File: src/rtl/exec_writeback.sv
// rtl/exec_writeback.sv - minicpu execute/writeback stage with RUN/HALT sequencer
//
// Adds the selected operand to the instruction immediate and writes the sum
// into any combination of A, B, OUT and PC. Holds the architectural state and
// stops the core on a jump-to-self until resumed.
//
// Optional feature macro: MINICPU_RETIRE_CNT_EN (adds 16-bit retired counter).
//
// Ports:
//   clk       in   system clock, rising edge
//   rst       in   synchronous active-high reset
//   step      in   instruction strobe
//   resume    in   leave HALT on the next step
//   alu_in    in   [DW] operand from the data selector
//   imm       in   [DW] instruction immediate
//   ld_a      in   write sum into reg_a
//   ld_b      in   write sum into reg_b
//   ld_out    in   write sum into out_port
//   ld_pc     in   write sum into pc, else pc increments
//   reg_a     out  [DW] register A
//   reg_b     out  [DW] register B
//   out_port  out  [DW] output port register
//   pc        out  [PW] program counter
//   carry     out  carry flag of the last executed add
//   halted    out  high while in HALT
//   retired   out  [16] executed-instruction count (MINICPU_RETIRE_CNT_EN only)
module exec_writeback #(
    parameter int DW = 4,
    parameter int PW = 4
) (
    input  logic          clk,
    input  logic          rst,
    input  logic          step,
    input  logic          resume,
    input  logic [DW-1:0] alu_in,
    input  logic [DW-1:0] imm,
    input  logic          ld_a,
    input  logic          ld_b,
    input  logic          ld_out,
    input  logic          ld_pc,
    output logic [DW-1:0] reg_a,
    output logic [DW-1:0] reg_b,
    output logic [DW-1:0] out_port,
    output logic [PW-1:0] pc,
    output logic          carry,
    output logic          halted
`ifdef MINICPU_RETIRE_CNT_EN
    ,
    output logic [15:0]   retired
`endif
);

    typedef enum logic {
        ST_RUN  = 1'b0,
        ST_HALT = 1'b1
    } state_t;

    state_t state, state_next;

    logic [DW-1:0] res;
    logic          cout;
    logic [PW-1:0] res_pc;
    logic          exec_en;
    logic          resume_en;

    always_comb begin
        {cout, res} = {1'b0, alu_in} + {1'b0, imm};
        res_pc      = PW'(res);
    end

    // Sequencer: executed cycles only happen in RUN; a jump whose target is
    // the current pc parks the core in HALT after that instruction commits.
    always_comb begin
        state_next = state;
        exec_en    = 1'b0;
        resume_en  = 1'b0;
        case (state)
            ST_RUN: begin
                if (step) begin
                    exec_en = 1'b1;
                    if (ld_pc && (res_pc == pc)) begin
                        state_next = ST_HALT;
                    end
                end
            end
            ST_HALT: begin
                if (step && resume) begin
                    resume_en  = 1'b1;
                    state_next = ST_RUN;
                end
            end
            default: state_next = ST_RUN;
        endcase
    end

    always_ff @(posedge clk) begin
        if (rst) begin
            state <= ST_RUN;
        end else begin
            state <= state_next;
        end
    end

    assign halted = (state == ST_HALT);

    always_ff @(posedge clk) begin
        if (rst) begin
            reg_a    <= '0;
            reg_b    <= '0;
            out_port <= '0;
            pc       <= '0;
            carry    <= 1'b0;
        end else if (exec_en) begin
            carry <= cout;
            if (ld_a)   reg_a    <= res;
            if (ld_b)   reg_b    <= res;
            if (ld_out) out_port <= res;
            pc <= ld_pc ? res_pc : pc + 1'b1;
        end else if (resume_en) begin
            // Step past the self-loop so execution continues after it.
            pc <= pc + 1'b1;
        end
    end

`ifdef MINICPU_RETIRE_CNT_EN
    always_ff @(posedge clk) begin
        if (rst) begin
            retired <= '0;
        end else if (exec_en) begin
            retired <= retired + 16'd1;
        end
    end
`endif

endmodule

File: config.mk
export PLATFORM = sky130hd
export DESIGN_NAME = exec_writeback
export DESIGN_NICKNAME = d
export VERILOG_FILES = /design/src/rtl/exec_writeback.sv
export SDC_FILE = /design/constraint.sdc
export NUM_CORES = 1
export LEC_CHECK = 0
export ABC_AREA = 1
export CAP_MARGIN = 10
export CORE_MARGIN = 1
export CORE_UTILIZATION = 47
export DETAILED_ROUTE_END_ITERATION = 16
export GPL_TIMING_DRIVEN = 1
export PLACE_DENSITY = 0.87
export SYNTH_ARGS = -nofsm -noshare
export SYNTH_HDL_FRONTEND = slang
export SYNTH_SLANG_ARGS = --single-unit
export TNS_END_PERCENT = 100
File: constraint.sdc
create_clock -name clk -period 2.9 [get_ports clk]
set_input_delay 0.435 -clock clk [delete_from_list [all_inputs] [get_ports clk]]
set_output_delay 0.435 -clock clk [all_outputs]
set_load 0.03 [all_outputs]
==> results.yml <==
status:
  status: "completed"
logic_synthesis:
  synthSimpleGateAreaFrac_pct: 28.8
  synth_xor_area_share_pct: 1.78
  seq_area_frac_synth_pct: 36.6
  synth_nets: 161
  synthArstFlopShare_pct: 0
  yosysTopAreaCell: "dfxtp_1"
  synthMuxAreaShare_pct: 0
  synth_edf_count: 0
  synth_most_common_cell: "nand2_1"
  yosys-top-cells-area: "dfxtp_1 37%, nand2_1 11%, nand3_1 9.1%"
  synth_cells: 139
  synth-compound-area-share_pct: 15.4
  synth_common_cells: "30 x nand2_1, 19 x inv_1, 18 x dfxtp_1, 18 x nand3_1, 17 x a21oi_1"
  synth-seq-cells: 18
  dominantRegCellSynth: "dfxtp_1"
  synth_top_area_share_pct: 36.6
  synth_top_family_by_area: "simple AND/OR/NAND/NOR gates"
  synth_cell_types: 20
  avgSynthCellArea_sq_um: 7.08
  syn_area_sq_um: 985
  synthAdderAreaFrac_pct: 8.39
  yosysWarnings: 0
worst_setup_path:
  cp_num_buf_inv: 2
  slowest_delay_ps: 530
  required_ps: 3130
  worstSetupPathType: "input pin to register"
  arrival_ps: 2220
  worst_setup_path_start_kind: "input pin"
  crit_path_top_delay_cell: "fa_1"
  crit_family: "adder cells"
  reg2reg_slack_ps: 1660
  crit_fanout: 5
  cp_cell_sequence: "clkdlybuf4s50_1, ha_1, fa_1, inv_1, nand2_1, nand2_1, nand3_1, nor2_1, nand3_1, a21oi_2"
  end_kind: "register"
global_route:
  grt_first_pass_wirelength_mm: 3.63
  grt_max_degree: 17
  first_global_vias: 865
  antenna_found_initial: 0
  grt_usage_pct: 23.4
  grt-ovfl-total: 0
clock_network:
  clkTransAtPathRegs_ps: 110
  numCtsBuffers: 3
  max-clock-path-buffers: 2
  cts_tree: "done"
  root_buffer: "clkbuf_4"
  cts_sinks: 18
  post_cts_buffers: 0
  worstSkewPairLatency_ps: 290
  ctsResizeCount: 0
  hold_buffers: 0
  h-tree-depth: 1
route:
  wl_met3_um: 102
  wl_per_cell_um: 12.3
  highest_layer: "met4"
  drtPass1Iterations: 4
  wl_mm: 2.47
  viasPerCell: 5.18
  drc: 0
  drt_iter0_drc: 28
  vias: 1042
  wl_met1_mm: 1.06
  wl_met2_mm: 1.23
  ant_nets: 0
timing:
  fin_crit_sh_pct: 68.8
  timing.fmax_mhz: 501
  worst_pin_slew_ps: 569
  clock_skew_ps: 3.71
  slew_headroom_pct: 62.0
  tns_ps: 0
  hold_viol: 0
  final.min_clock_period_ps: 2000
  finalMaxSlewViolations: 0
  setup_viol: 0
  rsz0062_at_grt: "no"
die:
  die_x_um: 47.8
  coreArea_sq_um: 1960
  rows: 16
  die_area_sq_um: 2280
  io_pins: 34
  die_h_um: 47.8
  start_util_pct: 50.2
layout:
  design_area_sq_um: 1380
  nFillCells: 167
  finalNetCount: 197
  drive_gt1_share_pct: 6.32
  final_cell_count_no_fill: 201
  regArea_sq_um: 360
  diodes: 0
  multi_input_area_sq_um: 536
  areaGrowthSynthToFinish_pct: 39.9
pwr:
  p_leak_nw: 0.610
  finalPower_mw: 0.627
  powerDensity_nw_per_um2: 455
  ir_worst_vdd_mv: 0.269
placed_design:
  dp_cells: 197
  place_congestion: 0.799
  placed_cell_area_sq_um: 1340
  port_buffers: 33
  hpwl_mm: 1.84
job:
  cap_viol_max_count: 0
worst_hold_path:
  hold_class: "register to register"
tightest hold or removal path, delay by kind of cell (launching register included):
| kind | cells | cell delay [ps] |
|---|---|---|
| AOI/OAI and AO/OA | 1 | 50 |
| DFF | 1 | 330 |
| and+or+nand+nor | 1 | 60 |
logic make-up (layout without fill, tap and decap cells):
| logic type | after synthesis | after routing |
|---|---|---|
| and+or+nand+nor | 62 | 62 |
| AOI/OAI and AO/OA | 28 | 28 |
| buffers and inverters | 23 | 58 |
| DFF | 18 | 18 |
| adders and majority gates | 6 | 6 |
| xor gates and xnor gates | 2 | 2 |
layout by cell type, fill, tap and decap left out, drive strengths merged:
cell and instances:
dfxtp 18, xnor2 1, fa 1, nand3 18, nor2 11, ha 5, clkbuf 4, xor2 1
o211ai 3, clkdlybuf4s50 33, o21ai 7, a21oi 18, inv 21, nand2 33
cell type report:
type / instances / area share (%)
Timing Repair Buffer: 33 / 24.0
Sequential cell: 18 / 26.2
Tap cell: 27 / 2.45
Multi-Input combinational cell: 98 / 38.9
Inverter: 21 / 5.90
Clock buffer: 4 / 2.63
stage by stage:
stage	hold WS, ps	util [%]	worst slack (ps)
after floorplan	588	-	1180
after global placement	454	68.4	693
after detailed placement	456	68.4	640
after CTS	471	70.2	926
after global routing	496	70.2	783
final	473	70.2	905
routing by layer:
| metal | global-route usage [%] | up-vias |
|---|---|---|
| met5 | 0 | - |
| met2 | 39.7 | 40 |
| li1 | - | 522 |
| met4 | 10.6 | 0 |
| met3 | 4.15 | 9 |
| met1 | 28.6 | 471 |
report_power, final:
| part | switching (mW) | total, mW | internal [mW] |
|---|---|---|---|
| clock | 0.0793 | 0.156 | 0.0765 |
| combinational | 0.111 | 0.193 | 0.0822 |
| sequential | 0.0139 | 0.278 | 0.264 |
| total | 0.204 | 0.627 | 0.423 |
state kept, by name, indices dropped and copies added (netlist names):
| register | flops |
|---|---|
| carry | 1 |
| halted | 1 |
| out_port | 4 |
| pc | 4 |
| reg_b | 4 |
| reg_a | 4 |
final timing paths:
check,startpoint,to,cells past startpoint
max,alu_in[0],halted$_SDFF_PP0_,10
max reg2reg,halted$_SDFF_PP0_,pc[0]$_SDFFE_PP0P_,6
min reg2reg,out_port[1]$_SDFFE_PP0P_,out_port[1]$_SDFFE_PP0P_,2
min,out_port[1]$_SDFFE_PP0P_,out_port[1]$_SDFFE_PP0P_,2
No activity file was read; power rests on OpenSTA's default activity.
